--- src/rtl/pc_sequencer.sv ---
// pc_sequencer: next-PC selection and pipeline-register control with stall/flush/halt FSM
module pc_sequencer #(
  parameter logic [31:0] RESET_VECTOR = 32'h00000000,
  parameter int          CNT_W        = 16
) (
  input  logic             Clk,
  input  logic             Reset,
  input  logic [31:0]      PCResult,
  input  logic             BranchTaken,
  input  logic [31:0]      BranchTarget,
  input  logic             Jump,
  input  logic [31:0]      JumpTarget,
  input  logic             LoadUseHazard,
  input  logic             StallReq,
  input  logic [2:0]       StallCycles,
  input  logic             Halt,
  output logic [31:0]      Address,
  output logic             PCWrite,
  output logic             IFIDWrite,
  output logic             IFIDFlush,
  output logic             IDEXBubble,
  output logic [1:0]       State,
  output logic [CNT_W-1:0] StallCount
);
  typedef enum logic [1:0] {RUN = 2'b00, STALL = 2'b01, FLUSH = 2'b10, HALTED = 2'b11} state_t;
  state_t state, state_n;
  logic [2:0] cnt, cnt_n;
  assign State = state;
  // next state, stall counter and pipeline controls, in priority order
  always_comb begin
    Address    = PCResult + 32'd4;
    PCWrite    = 1'b1;
    IFIDWrite  = 1'b1;
    IFIDFlush  = state == FLUSH;
    IDEXBubble = 1'b0;
    state_n    = RUN;
    cnt_n      = cnt;
    if (!Reset) begin
      Address   = RESET_VECTOR;
      IFIDWrite = 1'b0;
      IFIDFlush = 1'b1;
      cnt_n     = 3'd0;
    end else if (state == HALTED || Halt) begin
      Address   = PCResult;
      PCWrite   = 1'b0;
      IFIDWrite = 1'b0;
      IFIDFlush = 1'b0;
      state_n   = HALTED;
    end else if (state == STALL) begin
      Address    = PCResult;
      PCWrite    = 1'b0;
      IFIDWrite  = 1'b0;
      IFIDFlush  = 1'b0;
      IDEXBubble = 1'b1;
      cnt_n      = cnt - 3'd1;
      state_n    = cnt == 3'd1 ? RUN : STALL;
    end else if (BranchTaken) begin
      Address    = {BranchTarget[31:2], 2'b00};
      IFIDFlush  = 1'b1;
      IDEXBubble = 1'b1;
      state_n    = FLUSH;
    end else if (Jump) begin
      Address   = {JumpTarget[31:2], 2'b00};
      IFIDFlush = 1'b1;
    end else if (LoadUseHazard || (StallReq && StallCycles != 3'd0)) begin
      Address    = PCResult;
      PCWrite    = 1'b0;
      IFIDWrite  = 1'b0;
      IDEXBubble = 1'b1;
      if (!LoadUseHazard && StallCycles > 3'd1) begin
        cnt_n   = StallCycles - 3'd1;
        state_n = STALL;
      end
    end
  end
  // state register, stall countdown and saturating stall performance counter
  always_ff @(posedge Clk) begin
    if (!Reset) begin
      state      <= RUN;
      cnt        <= 3'd0;
      StallCount <= '0;
    end else begin
      state <= state_n;
      cnt   <= cnt_n;
      if (!PCWrite && state != HALTED && StallCount != '1)
        StallCount <= StallCount + CNT_W'(1);
    end
  end
endmodule
--- config.mk ---
export PLATFORM = sky130hd
export DESIGN_NAME = pc_sequencer
export DESIGN_NICKNAME = d
export VERILOG_FILES = /design/src/rtl/pc_sequencer.sv
export SDC_FILE = /design/constraint.sdc
export NUM_CORES = 1
export LEC_CHECK = 0
export BUFFER_PORTS_ARGS = -buffer_cell sky130_fd_sc_hd__buf_4
export CAP_MARGIN = 20
export CELL_PAD_IN_SITES_DETAIL_PLACEMENT = 0
export CELL_PAD_IN_SITES_GLOBAL_PLACEMENT = 1
export CORE_MARGIN = 2
export CORE_UTILIZATION = 31
export CTS_BUF_LIST = sky130_fd_sc_hd__clkbuf_8
export DETAILED_ROUTE_END_ITERATION = 10
export PLACE_DENSITY = 0.88
export SLEW_MARGIN = 20
export SYNTH_ARGS = -nofsm -noshare
export SYNTH_HDL_FRONTEND = slang
export SYNTH_SLANG_ARGS = --single-unit
--- constraint.sdc ---
create_clock -name Clk -period 2.7 [get_ports Clk]
set_clock_uncertainty 0.1 [all_clocks]
set_input_delay 0.27 -clock Clk [delete_from_list [all_inputs] [get_ports Clk]]
set_output_delay 0.27 -clock Clk [all_outputs]
set_load 0.02 [all_outputs]
=== Word level (Yosys, flattened, before mapping) ===
Index checks and enable logic that the tools add are counted.

* Register bits after elaboration: 21
* Bits in latches: 0
* RAM bits: 0
* Bits in read-only memories: 0
* Input bits: 106
* Output and inout bits: 54
* Memories kept: 0

* Add/subtract/negate cells: 4
* Multiply operators: 0
* Divide/modulo/power cells: 0
* Order comparisons: 1
* Equal/unequal tests: 8
* Shift operators: 0
* Muxes and demuxes: 36
* Bitwise operators: 1
* Reductions and logical operators: 12

{| class="wikitable"
|+ Operator list
! cell !! number
|-
| $mux 32 || 6
|-
| $add 32x3->32 const B || 1
|-
| $mux 1 || 22
|-
| $add 16x1->16 const B || 1
|-
| $ne 16x16->1 const B || 1
|-
| $mux 3 || 5
|-
| $mux 2 || 3
|-
| $sub 3x1->3 const B || 2
|-
| $reduce_and 5->1 || 1
|-
| $eq 2x2->1 const B || 2
|-
| $logic_and 1x1->1 || 4
|-
| $ne 2x1->1 const B || 2
|-
| $reduce_bool 2->1 || 2
|-
| $eq 3x1->1 const B || 1
|-
| $gt 3x1->1 const B || 1
|-
| $reduce_bool 3->1 || 1
|-
| $eq 2x1->1 const B || 1
|-
| $logic_not 1->1 || 2
|-
| $logic_or 1x1->1 || 2
|-
| $ne 2x2->1 const B || 1
|-
| $not 1->1 || 1
|}

=== Depth between registers and ports, before layout ===
* Depth in word-level cells: 12
* Mapped depth: 10
* Depth with buffers taken out: 7

=== Worst setup path after synthesis ===
No wires, ideal clock.

* Path kind: in2out
* Start: input StallCycles[1]
* End: output Address[19]
* Arrival: 2.295 ns
* Data required time: 2.330 ns
* Setup slack: 0.035 ns
* Stages on the path: 8
* Path buffers: 1
* Path through: inv_1 > ha_1 > nand2b_1 > clkbuf_1 > a2111oi_0 > and3_1 > a211oi_1 > a311oi_1

* Cells in the longest elaborated chain, start to end: 9

{| class="wikitable"
|+ RTL lines
! what !! RTL line !! RTL
|-
| start: declaration || 15 || <nowiki>input logic [2:0] StallCycles,</nowiki>
|-
| $reduce_bool 3->1 || 65 || <nowiki>end else if (LoadUseHazard || (StallReq && StallCycles != 3'd0)) begin</nowiki>
|-
| $logic_and 1x1->1 || 65 ||
|-
| $logic_or 1x1->1 || 65 ||
|-
| $mux 32 || 65 ||
|-
| $mux 32 || 62 || <nowiki>end else if (Jump) begin</nowiki>
|-
| $mux 32 || 57 || <nowiki>end else if (BranchTaken) begin</nowiki>
|-
| $mux 32 || 49 || <nowiki>end else if (state == STALL) begin</nowiki>
|-
| $mux 32 || 43 || <nowiki>end else if (state == HALTED || Halt) begin</nowiki>
|-
| $mux 32 || 38 || <nowiki>if (!Reset) begin</nowiki>
|-
| end: declaration || 17 || <nowiki>output logic [31:0] Address,</nowiki>
|}

No other way between the ends.

=== Worst setup path in the final report ===
* Start: input StallCycles[0]
* End: output Address[19]

Same word-level chain as after synthesis.

==> impl_metrics.csv <==
group,metric,value,unit
route,remaining_drc_errors,0,
setup_path,arrival,2.14,ns
die,die_h,101,um
yosys,ys_seq_elements,21,
route,vias,3992,
grt,grt_pass1_vias,3838,
placed_design,hpwl,9500,um
hold_path,min_delay_worst_endpoint,"State[0]",
sta,max-slew-margin-rel,62.4,%
yosys,postSynthAreaPerCell,6.70,sq um
yosys,yosys_warnings,0,
grt,grt_start_max_net_pins,29,
die,num_rows,35,
placed_design,dpl_cell_area,4320,sq um
route,via_per_inst,5.55,
grt,antenna_found_initial,0,
setup_path,criticalPathCategory,"input port to output port",
setup_path,cp.buffers_inverters,4,
clock_network,cts_root_buf,"clkbuf_8",
route,first_pass_iters,5,
setup_path,r2r_cells,6,
clock_network,clock_sinks,21,
route,routed_wl,12000,um
placed_design,port_buffers,155,
cells_and_area,drive_above_1_share,34.6,%
yosys,ys_seq_area_share,14.3,%
hold_path,min_path_type,"input port to flip-flop",
setup_path,crit_family,"compound AO/OA/AOI/OAI gates",
cells_and_area,final_cell_area,4390,sq um
cells_and_area,antenna_cells,0,
die,dieWidth,101,um
clock_network,cts_hold_buf,0,
yosys,syn_area,2940,sq um
placed_design,gp_congestion,0.870,
status,outcome,"finished clean",
die,start_util,31.8,%
grt,grt_pass1_wl,19000,um
sta,hold_viol,0,
power_and_ir_drop,power-per-cell-area,256,nW/um^2
hold_path,min_from,"Halt",
setup_path,slowest_delay,0.38,ns
sta,setup_violations,0,
sta,rsz0062_at_grt,"no",
clock_network,cts_max_level,1,
sta,fin_crit,2.51,ns
sta,fmax,399,MHz
yosys,synthDistinctLibCells,61,
clock_network,insertion_delay,0.26,ns
sta,finalSetupTns,0,ns
grt,grt_usage,22.5,%
yosys,synthArstFlopShare,0,%
grt,overflow,0,
cells_and_area,final_nets,704,
die,fp.coreArea,9240,sq um
setup_path,critPathSlowestCell,"a2111oi_2",
setup_path,crit_chain,"buf_4 -> inv_1 -> ha_1 -> nand2b_2 -> a2111oi_2 -> buf_4 -> and3_1 -> a211oi_1 -> a311oi_1 -> buf_4",
setup_path,r2r-start,"State[0]",
clock_network,cts_resized,0,
setup_path,reg2reg_slack,0.29,ns
yosys,synthCells,439,
sta,finalCritPeriodShare,92.9,%
clock_network,clk_path_buf_depth,2,
cells_and_area,fillers,989,
route,final_antenna_net_count,0,
sta,worst_pin_slew,0.564,ns
die,design.portCount,160,
setup_path,rr_endpoint,"StallCount[10]",
clock_network,cts.clk_slew.worst_paths,0.08,ns
power_and_ir_drop,leakage,1.86,nW
die,die_area,10300,sq um
hold_path,whs_path_depth,3,
yosys,ys.flop_type,"dfxtp_1",
setup_path,crit_start,"StallCycles[0]",
cells_and_area,syn2layout_area_growth,49.1,%
power_and_ir_drop,ir_worst_vdd,193,uV
flow_run,drv_cap,0,
setup_path,crit_path_end_kind,"output port",
yosys,synth_edf_count,0,
clock_network,cts_made_buffers,3,
setup_path,cp-start-kind,"input port",
setup_path,crit_top_cell,"buf_4",
sta,slew_viol_final,0,
clock_network,cts_tree,"built",
clock_network,postCtsSetupBuffers,0,
route,first_iter_violations,214,
setup_path,path_max_fanout,9,
yosys,synth_nets,552,
route,post_drt_wl_per_cell,16.7,um
setup_path,required,2.33,ns
-- power by group --
part / total [mW] / internal, mW / switching, mW
registers: 0.329 / 0.317 / 0.0118
clock network: 0.214 / 0.103 / 0.111
logic: 0.582 / 0.267 / 0.315
total: 1.13 / 0.687 / 0.438
-- kinds of logic after synthesis --
family,after synthesis,synth area share [%]
adders and majority gates,7,2.98
buffers and inverters,57,8.12
muxes,12,4.08
DFF,21,14.3
AOI/OAI and AO/OA,161,36.8
xor gates and xnor gates,1,0.298
and+or+nand+nor,180,33.5
-- placed cells by master, fill, tap and decap left out, types with 12 or more instances in the layout --
cell type    n
nor3_1      16
inv_1       20
o22ai_1     13
nand3_1     20
nand4_1     13
mux2i_1     12
o21ai_0     26
nand2_1     39
dfxtp_1     21
a21oi_1     44
nor2_1      24
buf_4      184
-- synth_stat cells, drive strengths merged (3+ instances only) --
cell	count	area, sq um
a2111oi	4	35.0
a211oi	12	95.1
a21o	4	30.0
a21oi	44	220
a221oi	8	70.1
a311oi	5	43.8
a31oi	3	18.8
a41oi	3	26.3
and2	4	25.0
and3	11	68.8
and4	7	61.3
buf	7	51.3
clkbuf	30	113
dfxtp	21	420
ha	7	87.6
inv	20	75.1
mux2i	12	120
nand2	39	146
nand2b	11	68.8
nand3	20	100
nand4	14	93.8
nand4b	3	26.3
nor2	26	100
nor3	16	80.1
nor4	8	50.1
o21ai	26	130
o221ai	4	35.0
o22ai	13	81.3
o311ai	6	52.6
o31ai	10	75.1
or2	3	18.8
or3	3	18.8
or4	7	56.3
-- how the worst max path moves through the flow --
stage,to,slack [ns],depth (start not counted)
finish,Address[19],0.19,10
global route,Address[28],0.07,9
CTS,Address[19],0.10,10
detailed placement,Address[19],0.10,10
global placement,Address[28],0.13,9
floorplan,Address[19],0.04,8
-- worst reg2reg max path: stages (launching register included) --
cell and delay (ns):
dfxtp_1 0.50, nor2_2 0.13, buf_4 0.23, a221o_1 0.35
a21o_1 0.35, or4_1 0.54, a21oi_1 0.15
-- per-stage QoR --
stage / worst slack, ns / util, % / power (mW) / hold WS, ns / instances
after detailed placement: 0.102 / 46.8 / 0.915 / 0.381 / 715
final: 0.191 / 47.5 / 1.13 / 0.213 / 719
after CTS: 0.103 / 47.3 / 1.13 / 0.210 / 719
after global placement: 0.130 / 46.8 / 0.908 / 0.365 / 715
after global routing: 0.0746 / 47.5 / 1.20 / 0.224 / 719
after floorplan: 0.0351 / - / 0.625 / 0.378 / 439
-- sequential cells by signal, indices dropped and copies added, names as in the netlist --
signal      count
State           2
StallCount     16
cnt             3
-- final cells by class --
class | count | area [sq um] | area share [%]
well taps | 129 | 161 | 3.68
clock buffers | 3 | 41.3 | 0.941
flip-flops and latches | 21 | 420 | 9.58
multi-input cells | 361 | 2300 | 52.5
repair buffers | 184 | 1380 | 31.5
inverters | 20 | 75.1 | 1.71
clock inverters | 1 | 5.00 | 0.114
-- per-layer routing --
layer	wire length (um)	global-route usage, %	vias to the layer above	share of wire (%)
met1	5590	31.0	1822	47
met2	5490	37.8	146	46
met4	150	4.16	0	1.2
met5	0	0	-	0
li1	-	-	2014	-
met3	795	3.17	10	6.6
(Power assumes the default switching activity.)
